**src/rtl/keypad_scanner_if.sv**
```systemverilog
// Keypad scanner signal bundle: raw keypad rows/columns plus the
// debounced key stream presented to the lock decider.
interface keypad_scanner_if;
   logic [3:0] row_in;   // keypad rows, active-low, asynchronous to clk
   logic [2:0] col_out;  // column strobes, active-low, one-cold
   logic [3:0] Code_1;   // encoded key, stable between accepted presses
   logic       Valid_1;  // press-accepted pulse
   logic       S_Row;    // debounced key-held flag

   // Scanner side: reads the rows, drives the strobes and the key stream
   modport master (
      input  row_in,
      output col_out,
      output Code_1,
      output Valid_1,
      output S_Row
   );

   // Keypad/consumer side
   modport slave (
      output row_in,
      input  col_out,
      input  Code_1,
      input  Valid_1,
      input  S_Row
   );
endinterface

```
**src/rtl/keypad_scanner.sv**
```systemverilog
// 4x3 matrix keypad scanner: column strobing, 2-flop row synchronizer,
// per-round classification (none / single key / multiple keys), round-based
// press/release debouncing and a fixed-width press-accepted pulse.
module keypad_scanner #(
   parameter int SCAN_DIV  = 1000,  // clk cycles per column slot
   parameter int DEB_CNT   = 16,    // identical rounds to accept press/release
   parameter int VALID_LEN = 4      // Valid_1 pulse width in clk cycles
) (
   input  logic              clk,
   input  logic              reset_1,
   keypad_scanner_if.master  kp
);

   localparam int SLOT_W = (SCAN_DIV > 1) ? $clog2(SCAN_DIV) : 1;
   localparam int DEB_W  = $clog2(DEB_CNT + 1);
   localparam int VLD_W  = (VALID_LEN > 1) ? $clog2(VALID_LEN) : 1;

   localparam logic [SLOT_W-1:0] SLOT_LAST  = SLOT_W'(SCAN_DIV - 1);
   localparam logic [SLOT_W-1:0] SLOT_ONE   = SLOT_W'(1);
   localparam logic [DEB_W-1:0]  DEB_MAX    = DEB_W'(DEB_CNT);
   localparam logic [DEB_W-1:0]  DEB_ONE    = DEB_W'(1);
   localparam logic [VLD_W-1:0]  VLD_RELOAD = VLD_W'(VALID_LEN - 1);
   localparam logic [VLD_W-1:0]  VLD_ONE    = VLD_W'(1);

   typedef enum logic [1:0] {IDLE, DEBOUNCE, PRESSED} state_t;

   // Number of rows pulled low in one sample
   function automatic logic [2:0] count_low(input logic [3:0] low);
      return 3'(low[0]) + 3'(low[1]) + 3'(low[2]) + 3'(low[3]);
   endfunction

   // Index of the low row; only meaningful when exactly one row is low
   function automatic logic [1:0] row_index(input logic [3:0] low);
      if (low[0])      return 2'd0;
      else if (low[1]) return 2'd1;
      else if (low[2]) return 2'd2;
      else             return 2'd3;
   endfunction

   // Key code for a row/column intersection
   function automatic logic [3:0] encode_key(input logic [1:0] row, input logic [1:0] col);
      case ({row, col})
         4'b00_00: return 4'b0001;  // 1
         4'b00_01: return 4'b0010;  // 2
         4'b00_10: return 4'b0011;  // 3
         4'b01_00: return 4'b0100;  // 4
         4'b01_01: return 4'b0101;  // 5
         4'b01_10: return 4'b0110;  // 6
         4'b10_00: return 4'b0111;  // 7
         4'b10_01: return 4'b1000;  // 8
         4'b10_10: return 4'b1001;  // 9
         4'b11_00: return 4'b1011;  // *
         4'b11_01: return 4'b0000;  // 0
         4'b11_10: return 4'b1010;  // #
         default:  return 4'b0000;
      endcase
   endfunction

   logic [3:0]        sync_p0, sync_p1;
   logic [SLOT_W-1:0] slot_cnt;
   logic [1:0]        col_idx;
   logic [2:0]        col_reg;
   logic [1:0]        acc_cnt;   // intersections seen so far this round, saturates at 2
   logic [3:0]        acc_code;  // code of the first intersection seen this round

   state_t            state;
   logic [3:0]        cand;
   logic [DEB_W-1:0]  deb, rel;
   logic [3:0]        code_reg;
   logic              held_reg;
   logic              vld_arm;
   logic [VLD_W-1:0]  vld_left;
   logic              vld_reg;

   logic [3:0]        row_low;
   logic [2:0]        n_low;
   logic [1:0]        n_sat;
   logic [2:0]        hit_sum;
   logic [3:0]        sample_code;
   logic              slot_end, round_end;
   logic              rnd_none, rnd_key;
   logic [3:0]        rnd_code;

   // Classify the current sample and fold it into the round result
   always_comb begin
      row_low     = ~sync_p1;
      n_low       = count_low(row_low);
      n_sat       = (n_low > 3'd1) ? 2'd2 : n_low[1:0];
      sample_code = encode_key(row_index(row_low), col_idx);
      slot_end    = (slot_cnt == SLOT_LAST);
      round_end   = slot_end && (col_idx == 2'd2);
      hit_sum     = {1'b0, acc_cnt} + {1'b0, n_sat};
      rnd_none    = (hit_sum == 3'd0);
      rnd_key     = (hit_sum == 3'd1);
      rnd_code    = (acc_cnt == 2'd1) ? acc_code : sample_code;
   end

   // Row synchronizer, column strobing and per-round intersection accumulation
   always_ff @(posedge clk or negedge reset_1) begin
      if (!reset_1) begin
         sync_p0  <= 4'b1111;
         sync_p1  <= 4'b1111;
         slot_cnt <= '0;
         col_idx  <= 2'd0;
         col_reg  <= 3'b110;
         acc_cnt  <= 2'd0;
         acc_code <= 4'b0000;
      end else begin
         // stage p0 -> p1: metastability filter on the asynchronous rows
         sync_p0 <= kp.row_in;
         sync_p1 <= sync_p0;
         if (slot_end) begin
            slot_cnt <= '0;
            col_reg  <= {col_reg[1:0], col_reg[2]};
            if (col_idx == 2'd2) begin
               col_idx <= 2'd0;
               acc_cnt <= 2'd0;
            end else begin
               col_idx <= col_idx + 2'd1;
               acc_cnt <= (hit_sum >= 3'd2) ? 2'd2 : hit_sum[1:0];
               if (acc_cnt == 2'd0 && n_sat == 2'd1)
                  acc_code <= sample_code;
            end
         end else begin
            slot_cnt <= slot_cnt + SLOT_ONE;
         end
      end
   end

   // Debounce FSM with registered key code, held flag and Valid_1 pulse
   always_ff @(posedge clk or negedge reset_1) begin
      if (!reset_1) begin
         state    <= IDLE;
         cand     <= 4'b0000;
         deb      <= '0;
         rel      <= '0;
         code_reg <= 4'b0000;
         held_reg <= 1'b0;
         vld_arm  <= 1'b0;
         vld_left <= '0;
         vld_reg  <= 1'b0;
      end else begin
         // Pulse starts the cycle after the accept so Code_1 leads it by one cycle
         vld_arm <= 1'b0;
         if (vld_arm) begin
            vld_reg  <= 1'b1;
            vld_left <= VLD_RELOAD;
         end else if (vld_left != '0) begin
            vld_reg  <= 1'b1;
            vld_left <= vld_left - VLD_ONE;
         end else begin
            vld_reg  <= 1'b0;
         end

         if (round_end) begin
            unique case (state)
               IDLE: begin
                  if (rnd_key) begin
                     cand <= rnd_code;
                     if (DEB_CNT <= 1) begin
                        code_reg <= rnd_code;
                        held_reg <= 1'b1;
                        vld_arm  <= 1'b1;
                        deb      <= DEB_MAX;
                        rel      <= '0;
                        state    <= PRESSED;
                     end else begin
                        deb   <= DEB_ONE;
                        state <= DEBOUNCE;
                     end
                  end
               end
               DEBOUNCE: begin
                  if (rnd_key && rnd_code == cand) begin
                     if (deb + DEB_ONE >= DEB_MAX) begin
                        code_reg <= cand;
                        held_reg <= 1'b1;
                        vld_arm  <= 1'b1;
                        deb      <= DEB_MAX;
                        rel      <= '0;
                        state    <= PRESSED;
                     end else begin
                        deb <= deb + DEB_ONE;
                     end
                  end else begin
                     deb   <= '0;
                     state <= IDLE;
                  end
               end
               PRESSED: begin
                  // Any activity while held (including a different key) only restarts release timing
                  if (rnd_none) begin
                     if (rel + DEB_ONE >= DEB_MAX) begin
                        rel      <= '0;
                        deb      <= '0;
                        held_reg <= 1'b0;
                        state    <= IDLE;
                     end else begin
                        rel <= rel + DEB_ONE;
                     end
                  end else begin
                     rel <= '0;
                  end
               end
               default: state <= IDLE;
            endcase
         end
      end
   end

   assign kp.col_out = col_reg;
   assign kp.Code_1  = code_reg;
   assign kp.Valid_1 = vld_reg;
   assign kp.S_Row   = held_reg;

endmodule

```
**src/flat_wrapper.sv**
```systemverilog
// flat-port wrapper written by rule: the top's interface ports become plain ports
module keypad_scanner_flat 
#(
   parameter int SCAN_DIV  = 1000,                               
   parameter int DEB_CNT   = 16,                                               
   parameter int VALID_LEN = 4                                          
)
  (clk, reset_1, kp_row_in, kp_col_out, kp_Code_1, kp_Valid_1, kp_S_Row);
  keypad_scanner_if kp_i ();
  input  logic clk;
  input  logic reset_1;
  input wire logic [$bits(kp_i.row_in)-1:0] kp_row_in;
  output wire logic [$bits(kp_i.col_out)-1:0] kp_col_out;
  output wire logic [$bits(kp_i.Code_1)-1:0] kp_Code_1;
  output wire logic [$bits(kp_i.Valid_1)-1:0] kp_Valid_1;
  output wire logic [$bits(kp_i.S_Row)-1:0] kp_S_Row;
  assign kp_i.row_in = kp_row_in;
  assign kp_col_out = kp_i.col_out;
  assign kp_Code_1 = kp_i.Code_1;
  assign kp_Valid_1 = kp_i.Valid_1;
  assign kp_S_Row = kp_i.S_Row;
  keypad_scanner #(.SCAN_DIV(SCAN_DIV), .DEB_CNT(DEB_CNT), .VALID_LEN(VALID_LEN)) u_core (.clk(clk), .reset_1(reset_1), .kp(kp_i));
endmodule
```
**config.mk**
```make
export PLATFORM = sky130hd
export DESIGN_NAME = keypad_scanner_flat
export DESIGN_NICKNAME = d
export VERILOG_FILES = /design/src/rtl/keypad_scanner_if.sv /design/src/rtl/keypad_scanner.sv /design/src/flat_wrapper.sv
export SDC_FILE = /design/constraint.sdc
export NUM_CORES = 1
export LEC_CHECK = 0
export CORE_UTILIZATION = 35
export CTS_CLUSTER_SIZE = 25
export DETAILED_ROUTE_END_ITERATION = 6
export GPL_ROUTABILITY_DRIVEN = 0
export PLACE_DENSITY_LB_ADDON = 0.08
export RECOVER_POWER = 100
export SLEW_MARGIN = 10
export SYNTH_ARGS = -nofsm -noshare
export SYNTH_HDL_FRONTEND = slang
export SYNTH_SLANG_ARGS = --single-unit
export TNS_END_PERCENT = 20
```
**constraint.sdc**
```tcl
create_clock -name clk -period 6.2 [get_ports clk]
set_clock_uncertainty 0.1 [all_clocks]
set_input_delay 0.62 -clock clk [delete_from_list [all_inputs] [get_ports clk]]
set_output_delay 0.62 -clock clk [all_outputs]
set_load 0.01 [all_outputs]
```
**Word level (Yosys, flattened, before mapping)**

Memory sizes are Yosys's and may differ from the RTL's.
Cells that the tools add are included.

- Word-level logic and storage cells: 102
- Memory bits (read-only): 64
- Output and inout port bits: 9
- Memories kept: 1
- Register bits: 54

- Eq/ne operators: 14
- Multiplexer cells: 39
- Magnitude comparators: 4
- Bitwise logic cells: 2
- Reductions and logical operators: 17
- Add/subtract/negate cells: 9

Memory list:

| name | depth | bits a word | rd ports | clocked after Yosys merged registers in | write ports | RTL line | source |
|---|---|---|---|---|---|---|---|
| (name not given) | 16 | 4 | 1 | 0 | 0 | keypad_scanner.sv:42 | `case ({row, col})` |

Operator list:

| cell | count |
|---|---|
| $mux 5 | 9 |
| $mux 2 | 13 |
| $pmux 5 s3 | 1 |
| $mux 1 | 11 |
| $add 10x1->10 const B | 1 |
| $add 5x1->5 const B | 2 |
| $eq 10x10->1 const B | 1 |
| $ge 5x5->1 const B | 2 |
| $mux 10 | 1 |
| $ne 2x1->1 const B | 5 |
| $pmux 5 s2 | 1 |
| $reduce_and 5->1 | 2 |
| $reduce_and 4->1 | 2 |
| $add 3x1->3 | 2 |
| $eq 2x1->1 const B | 3 |
| $pmux 2 s3 | 1 |
| $reduce_and 3->1 | 2 |
| $reduce_and 6->1 | 1 |
| $reduce_bool 2->1 | 3 |
| $eq 2x2->1 const B | 2 |
| $eq 4x4->1 | 1 |
| $logic_not 2->1 | 2 |
| $mux 4 | 1 |
| $not 4->4 | 1 |
| other kinds (13) | 15 |

**Longest topological paths before layout**

Gate-level depths: netlist (run 1).

- Depth in word-level cells: 12
- Depth in mapped cells: 15

**Worst setup path after synthesis (run 1)**

OpenSTA, ideal clock, no wires.

- Path kind: register to register
- Start: register u_core.sync_p1[0]
- End: register u_core.code_reg[0] (netlist: u_core.kp.Code_1[0])
- Data required time: 5.975 ns
- Slack: 1.661 ns
- Path buffers: 1
- Cell stages (with the launch flop): 16
- Arrival: 4.313 ns
- Clock period less this slack: 4.539 ns
- Cells stage by stage: dfstp_2 -> inv_2 -> ha_1 -> fa_1 -> inv_1 -> ha_1 -> nor3b_1 -> and2_1 -> fa_1 -> nor2_1 -> nand2b_1 -> a221o_1 -> or3_1 -> buf_6 -> nor3_4 -> mux2_4

- Longest elaborated chain between the ends: 10
- Elaborated cells on any way between the ends: 14
- Those cells by class: add/sub: 4; order compare: 1; eq/ne: 2; mux: 3; bitwise: 1; reduce/logical: 2; memory: 1

RTL lines:

| item | RTL line | source |
|---|---|---|
| start: declaration | keypad_scanner.sv:59 | `logic [3:0] sync_p0, sync_p1;` |
| start signal: assignment | keypad_scanner.sv:111 | `sync_p1 <= sync_p0;` |
| $not 4->4 * | keypad_scanner.sv:86 | `row_low = ~sync_p1;` |
| $add 1x1->2 | keypad_scanner.sv:29 | `return 3'(low[0]) + 3'(low[1]) + 3'(low[2]) + 3'(low[3]);` |
| $add 3x1->3 (2 in series) | keypad_scanner.sv:29 |  |
| $gt 3x1->1 | keypad_scanner.sv:88 | `n_sat = (n_low > 3'd1) ? 2'd2 : n_low[1:0];` |
| $mux 2 | keypad_scanner.sv:88 |  |
| $add 2x2->3 | keypad_scanner.sv:92 | `hit_sum = {1'b0, acc_cnt} + {1'b0, n_sat};` |
| $eq 3x1->1 | keypad_scanner.sv:94 | `rnd_key = (hit_sum == 3'd1);` |
| $logic_and 1x1->1 * | keypad_scanner.sv:174 | `if (rnd_key && rnd_code == cand) begin` |
| $reduce_and 4->1 (no source line) * | -- |  |
| end signal: assignment | keypad_scanner.sv:161 | `code_reg <= rnd_code;` |
| end signal: assignment | keypad_scanner.sv:176 | `code_reg <= cand;` |
| end: declaration | keypad_scanner.sv:69 | `logic [3:0] code_reg;` |

Every way passes the cells marked *; elsewhere a longest branch is shown, timed or not.
A chain may end at the register's enable or synchronous reset.

**Worst setup path after layout (run 1)**

- Start: register u_core.sync_p1[0]
- End: register u_core.deb[2]

- Longest elaborated chain between the ends: 11
- Elaborated cells on any way between the ends: 19
- Those cells by class: add/sub: 4; order compare: 1; eq/ne: 4; mux: 5; bitwise: 1; reduce/logical: 3; memory: 1

RTL lines:

| item | RTL line | source |
|---|---|---|
| $not 4->4 * | keypad_scanner.sv:86 |  |
| $add 1x1->2 | keypad_scanner.sv:29 |  |
| $add 3x1->3 (2 in series) | keypad_scanner.sv:29 |  |
| $gt 3x1->1 | keypad_scanner.sv:88 |  |
| $mux 2 | keypad_scanner.sv:88 |  |
| $add 2x2->3 | keypad_scanner.sv:92 |  |
| $eq 3x1->1 | keypad_scanner.sv:94 |  |
| $logic_and 1x1->1 | keypad_scanner.sv:174 |  |
| $mux 5 | keypad_scanner.sv:174 |  |
| $pmux 5 s3 | keypad_scanner.sv:156 | `unique case (state)` |
| end signal: assignment | keypad_scanner.sv:183 | `deb <= deb + DEB_ONE;` |
| end: declaration | keypad_scanner.sv:68 | `logic [DEB_W-1:0] deb, rel;` |

Marked as above.

==> results of run 1 <==
-- cells in the final DEF, fill, tap and decap left out, types with 3 or more instances in the layout --
| master | synthesis | routed |
|---|---|---|
| and2_1 | 7 | 5 |
| clkbuf_1 | 4 | 3 |
| dfrtp_1 | 44 | 44 |
| nor2_1 | 28 | 28 |
| xnor2_1 | 6 | 6 |
| o31ai_1 | 5 | 5 |
| and3_1 | 5 | 5 |
| a211o_1 | 3 | 3 |
| and2_0 | 2 | 4 |
| ha_1 | 16 | 16 |
| clkbuf_8 | 0 | 6 |
| nand2b_1 | 9 | 9 |
| o21ai_0 | 6 | 11 |
| nand4_1 | 5 | 5 |
| dlygate4sd3_1 | 0 | 13 |
| nor3_1 | 5 | 5 |
| nand2_1 | 19 | 19 |
| nand3_1 | 13 | 13 |
| nor2b_1 | 3 | 3 |
| inv_1 | 16 | 17 |
| dfstp_2 | 10 | 9 |
| a31o_1 | 3 | 3 |
| nand4b_1 | 3 | 3 |
| a21o_1 | 3 | 3 |
| mux2i_1 | 3 | 3 |
| a21oi_1 | 6 | 6 |
| mux2_1 | 1 | 5 |
| mux2_2 | 9 | 9 |
| xor2_1 | 7 | 7 |
-- worst paths after layout --
path / startpoint / to / slack [ns]
worst max-delay path: u_core.sync_p1[0] / u_core.deb[2] / 1.01
worst min-delay path: u_core.sync_p0[3] / u_core.sync_p1[3] / 0.26
worst max register to register: u_core.sync_p1[0] / u_core.deb[2] / 1.01
worst min register to register: u_core.sync_p0[3] / u_core.sync_p1[3] / 0.26
max in group asynchronous: reset_1 / u_core.acc_cnt[1] / 3.15
min in group asynchronous: reset_1 / u_core.vld_left[0] / 1.22
-- flip-flops by register name, indices dropped and copies added (netlist names), 2 cells and up --
register and flops:
u_core.slot_cnt 10, u_core.acc_code 4, u_core.deb 5, u_core.col_idx 2, u_core.vld_left 2, u_core.acc_cnt 2
u_core.sync_p1 4, u_core.kp.col_out 3, u_core.kp.Code_1 4, u_core.cand 4, u_core.rel 5, u_core.state 2
u_core.sync_p0 4
-- final cells by class --
class	count	area share (%)
clock buffers	7	2.67
multi-input cells	204	44.7
repair buffers	16	4.41
clock inverters	1	0.155
inverters	17	1.97
well taps	102	3.95
flip-flops and latches	54	42.2
-- critical path, stage by stage (launching register included) --
cell and delay, ns:
dfstp_1 0.64, inv_1 0.14, ha_1 0.33, fa_1 0.41, inv_1 0.07, ha_1 0.23
nor3b_1 0.35, and2_0 0.21, fa_1 0.44, nor2_1 0.27, nand2b_1 0.16, a2111oi_0 1.24
nand3b_1 0.13, a211oi_1 0.29, a21o_1 0.11
-- metrics by stage --
step	setup WS, ns	cell area [um2]	std cells
finish	1.01	3230	401
global route	0.640	3230	401
CTS	1.34	3260	401
detailed placement	1.35	3170	393
global placement	1.41	3170	393
floorplan	1.66	2920	281
-- report_power, final --
part           internal (uW)  switching [uW]
Sequential               357            1.64
Clock                   90.5             112
Combinational           15.0            25.9
Total                    462             140
-- logic make-up (layout without fill, tap and decap cells) --
| group | after synthesis | count (layout) | share of synthesized area, % |
|---|---|---|---|
| mux | 17 | 17 | 6.94 |
| flops | 54 | 54 | 46.7 |
| compound gates | 46 | 46 | 10.9 |
| buf+inv | 23 | 41 | 3.26 |
| simple gates | 110 | 110 | 20.1 |
| xor+xnor | 13 | 13 | 3.90 |
| fa+ha+maj | 18 | 18 | 8.23 |
-- layer usage --
layer | GRT usage (%) | part of all wire [%] | up-vias
met4 | 4.87 | 1.9 | 0
met2 | 22.6 | 44 | 28
met3 | 2.68 | 2.4 | 8
met5 | 0 | 0 | -
li1 | - | - | 1017
met1 | 19.0 | 52 | 972
==> impl_metrics.py, run 1 <==
metrics = {
    "outcome": {
        "status": "finished with violations",
        "violations": "capacitance limit, slew limit",
    },
    "drt": {
        "finalWirelength_um": 5330,
        "initialDrtViolationCount": 78,
        "route.antenna.remaining_nets": 0,
        "first_pass_iters": 4,
        "via_count": 2025,
        "drt-wirelength-per-cell_um": 13.3,
        "drc": 0,
        "post_drt_via_cell_ratio": 5.05,
    },
    "setup_path": {
        "worst-setup-path-type": "flop to flop",
        "worst_setup_path_start_kind": "flop",
        "arrival_ns": 5.35,
        "end_kind": "flop",
        "rr_worst_depth": 14,
        "cp_max_fo": 7,
        "worstPathRequired_ns": 6.35,
    },
    "hold_path": {
        "hp-class": "flop to flop",
        "worstHoldPathCells": 0,
    },
    "finish": {
        "seq_area_um2": 1360,
        "area_growth_pct": 10.8,
        "num_antenna_cells": 0,
        "multi_input_area_um2": 1440,
        "drive_gt1_share_pct": 10.4,
        "post-route-util_pct": 41.0,
        "fillers": 769,
        "nets": 322,
    },
    "floorplanning": {
        "chipHeight_um": 93.3,
        "die_x_um": 93.3,
        "rows": 32,
        "core_area_um2": 7890,
        "die_area_um2": 8710,
        "initial_core_util_pct": 37.0,
        "pin_count": 15,
    },
    "placement": {
        "dp_hpwl_um": 3890,
        "numPortBuffers": 14,
    },
    "clocking": {
        "hold_buffers": 0,
        "clock_path_buffers": 2,
        "worstSkewPairLatency_ns": 0.30,
        "cts_resized": 0,
        "cts_tree": "done",
        "cts_setup_buffers": 0,
        "cts_made_buffers": 5,
        "path_clk_slew_ns": 0.10,
        "cts_sinks": 54,
        "htreeDepth": 2,
        "root_buffer": "clkbuf_8",
    },
    "power_and_ir_drop": {
        "vdd.ir_drop.worst_v": 0.0000928,
        "powerDensity_nw_per_um2": 186,
        "p_leak_uw": 0.00149,
        "total_power_uw": 602,
    },
    "global_routing": {
        "grt_max_degree": 55,
        "grt_antenna_before_repair": 0,
        "track_usage_pct": 14.1,
        "grt_overflow": 0,
        "grt_pass1_vias": 2048,
        "grt_pass1_wl_um": 9670,
    },
    "sta": {
        "slew_viol_final": 55,
        "tns_ns": 0,
        "layout_min_cycle_time_ns": 5.19,
        "maxSlewHeadroom_pct": -91.1,
        "hold_viol_final": 0,
        "worst_pin_slew_ns": 2.87,
        "setup_viol": 0,
        "fin_crit_sh_pct": 83.8,
        "max_freq_mhz": 193,
        "holdWs_ns": 0.259,
        "rsz0062_at_grt": "no",
    },
    "synth": {
        "async_reset_ff_share_pct": 100,
        "synth_edf_count": 0,
        "yosysSeqAreaShare_pct": 46.7,
        "synth_top_flop_cell": "dfrtp_1",
        "synth.most_common_cell": "dfrtp_1",
        "ys_ff_latch": 54,
        "syn_avg_cell_area_um2": 10.4,
        "synth.distinct_cells": 52,
        "synth.area.top_cells": "dfrtp_1 (38%), dfstp_2 (9.0%), ha_1 (6.9%), nor2_1 (3.6%), mux2_2 (3.5%)",
        "synth_nets": 305,
        "yosysTopAreaCellShare_pct": 37.7,
        "syn_area_um2": 2920,
        "yosys-top-cells-count": "dfrtp_1 (44), nor2_1 (28), nand2_1 (19), ha_1 (16), inv_1 (16)",
        "yosys_warnings": 0,
        "yosysTopAreaCell": "dfrtp_1",
        "syn-instance-count": 281,
    },
    "job": {
        "drv_cap": 2,
    },
}
Note: power is estimated with default switching activity, not from simulation.
==> run 2: changes to the inputs <==
==> constraint.sdc (replaced) <==
create_clock -name clk -period 5.4 [get_ports clk]
set_clock_uncertainty 0.1 [all_clocks]
set_input_delay 0.54 -clock clk [delete_from_list [all_inputs] [get_ports clk]]
set_output_delay 0.54 -clock clk [all_outputs]
set_load 0.01 [all_outputs]
==> run 2 against run 1 <==
Effect of this change:
- the run still ends with capacitance limit, slew limit left
- clock power increased by 61%
- routed wire length decreased by 1.7%
- first-iteration DRC count decreased by 1.3%
- count of clock-buffer cells in the layout decreased by 1
- critical path depth unchanged
- worst hold slack about the same
- non-clock buffer count increased by 1
- fmax increased by 4.6%
- critical endpoint is now u_core.kp.Code_1[2]
==> impl_metrics.py, run 2 (synthesis gave the netlist of run 1 again) <==
metrics = {
    "finish": {
        "mostFrequentLayoutCell": "dfrtp_1",
        "post-route-util_pct": 41.9,
        "multi_input_area_um2": 1460,
        "area_growth_pct": 13.2,
        "seq_area_um2": 1360,
        "largest_reg_flops": 10,
        "largest_register": "u_core.slot_cnt",
        "drive_gt1_share_pct": 12.3,
        "nets": 323,
        "final_cell_mix": "dfrtp_1 (44), nor2_1 (28), nand2_1 (19)",
        "fillers": 747,
        "num_antenna_cells": 0,
        "reg_top3": "u_core.slot_cnt (10), u_core.deb (5), u_core.rel (5)",
    },
    "global_routing": {
        "grt_overflow": 0,
        "grt_antenna_before_repair": 0,
        "grt_pass1_wl_um": 9160,
        "track_usage_pct": 13.4,
        "grt_max_degree": 55,
        "grt_pass1_vias": 1966,
    },
    "placement": {
        "numPortBuffers": 14,
        "dp_hpwl_um": 3890,
    },
    "sta": {
        "fin_crit_sh_pct": 92.0,
        "setup_viol": 0,
        "tns_ns": 0,
        "slew_viol_final": 55,
        "hold_viol_final": 0,
        "maxSlewHeadroom_pct": -89.0,
        "rsz0062_at_grt": "no",
        "worst_pin_slew_ns": 2.84,
        "holdWs_ns": 0.260,
        "max_freq_mhz": 201,
        "layout_min_cycle_time_ns": 4.97,
    },
    "clocking": {
        "clock_path_buffers": 2,
        "cts_sinks": 54,
        "hold_buffers": 0,
        "cts_tree": "done",
        "cts_made_buffers": 5,
        "cts_resized": 0,
        "htreeDepth": 2,
        "worstSkewPairLatency_ns": 0.30,
        "path_clk_slew_ns": 0.09,
        "cts_setup_buffers": 0,
        "root_buffer": "clkbuf_8",
    },
    "setup_path": {
        "slowest_delay_ns": 0.66,
        "worst_setup_path_start_kind": "flop",
        "worst-setup-path-type": "flop to flop",
        "r2r_end": "u_core.kp.Code_1[2]",
        "cp_cell_sequence": "inv_2 > ha_1 > fa_1 > inv_1 > ha_1 > nor3b_1 > and2_0 > fa_1 > nor2_1 > nand2b_1 > a221o_1 > or3_1 > nor3_4 > mux2_4",
        "rr_worst_depth": 14,
        "end_kind": "flop",
        "cp_max_fo": 7,
        "worstPathRequired_ns": 5.50,
        "reg2reg_slack_ns": 0.43,
        "reg2reg_from": "u_core.sync_p1[0]",
        "slowest_stage": "dfstp_1",
        "arrival_ns": 5.06,
    },
    "power_and_ir_drop": {
        "swShare_pct": 20.5,
        "seq_power_share_pct": 52.4,
        "vdd.ir_drop.worst_v": 0.000146,
        "p_leak_uw": 0.00151,
        "internal_power_uw": 624,
        "total_power_uw": 786,
        "power.switching_uw": 161,
        "p_comb_share_pct": 6.0,
        "powerDensity_nw_per_um2": 238,
        "pwr-share-clk_pct": 41.6,
    },
    "drt": {
        "wl_met2_um": 2400,
        "initialDrtViolationCount": 77,
        "route.antenna.remaining_nets": 0,
        "wl_met1_um": 2620,
        "drt-wirelength-per-cell_um": 13.0,
        "routed-wl-met3_um": 161,
        "finalWirelength_um": 5240,
        "first_pass_iters": 4,
        "drc": 0,
        "post_drt_via_cell_ratio": 5.05,
        "via_count": 2032,
        "highest_layer": "met4",
    },
    "floorplanning": {
        "pin_count": 15,
        "core_area_um2": 7890,
        "die_area_um2": 8710,
        "die_x_um": 93.3,
        "rows": 32,
        "initial_core_util_pct": 37.0,
        "chipHeight_um": 93.3,
    },
    "hold_path": {
        "min_to": "u_core.sync_p1[3]",
        "hp-class": "flop to flop",
        "worstHoldPathCells": 0,
        "holdCritStartpoint": "u_core.sync_p0[3]",
    },
    "job": {
        "drv_cap": 1,
    },
    "outcome": {
        "status": "finished with violations",
        "violations": "capacitance limit, slew limit",
    },
}
run 2: changes by cell type in the layout (fill, tap and decap cells not counted), sizes merged:
cell	delta
clkinv	-1
bufinv	+2
run 2: worst max-delay path: cells and delay by family (launching register included):
kind / cells / cell delay [ns]
buffers and inverters: 2 / 0.17
muxes: 1 / 0.33
DFF: 1 / 0.66
and+or+nand+nor: 6 / 1.90
AOI/OAI and AO/OA: 1 / 0.29
adders and majority gates: 4 / 1.40
run 2: stage by stage:
stage               setup slack, ns  cells  cell area, um2
CTS                           0.516    402            3320
floorplan                     0.861    281            2920
global route                  0.136    402            3300
finish                        0.433    402            3300
global placement              0.632    394            3180
detailed placement            0.513    394            3180
run 2: power by group through the flow:
| stage | Combinational, uW | Sequential [uW] | Clock [uW] |
|---|---|---|---|
| 4_1_cts | 49.4 | 412 | 343 |
| 5_1_grt | 54.4 | 412 | 358 |
| 3_3_place_gp | 48.6 | 419 | 0 |
| 3_5_place_dp | 49.6 | 419 | 0 |
| 2_1_floorplan | 30.8 | 419 | 0 |
| 6_report | 47.4 | 411 | 327 |
run 2: worst max path at each step:
stage,start,endpoint,slack [ns],depth (start not counted)
2_1_floorplan,u_core.sync_p1[0],u_core.kp.Code_1[0],0.86,15
3_3_place_gp,u_core.sync_p1[0],u_core.kp.Code_1[3],0.63,14
3_5_place_dp,u_core.sync_p1[0],u_core.kp.Code_1[0],0.51,14
4_1_cts,u_core.sync_p1[0],u_core.kp.Code_1[0],0.52,14
5_1_grt,u_core.sync_p1[0],u_core.kp.Code_1[1],0.14,14
6_report,u_core.sync_p1[0],u_core.kp.Code_1[2],0.43,14
run 2: cell type report:
class | instances | share of cell area (%)
timing repair buffer | 17 | 4.43
clock buffer | 6 | 2.50
sequential | 54 | 41.3
clock inverter | 2 | 1.82
inverter | 17 | 1.93
multi-input combinational | 204 | 44.2
tap | 102 | 3.86
run 2: per-layer routing:
metal | GRT usage [%] | up-vias
met5 | 0 | -
met4 | 4.10 | 0
met3 | 2.93 | 6
met2 | 22.3 | 29
met1 | 17.3 | 975
li1 | - | 1022
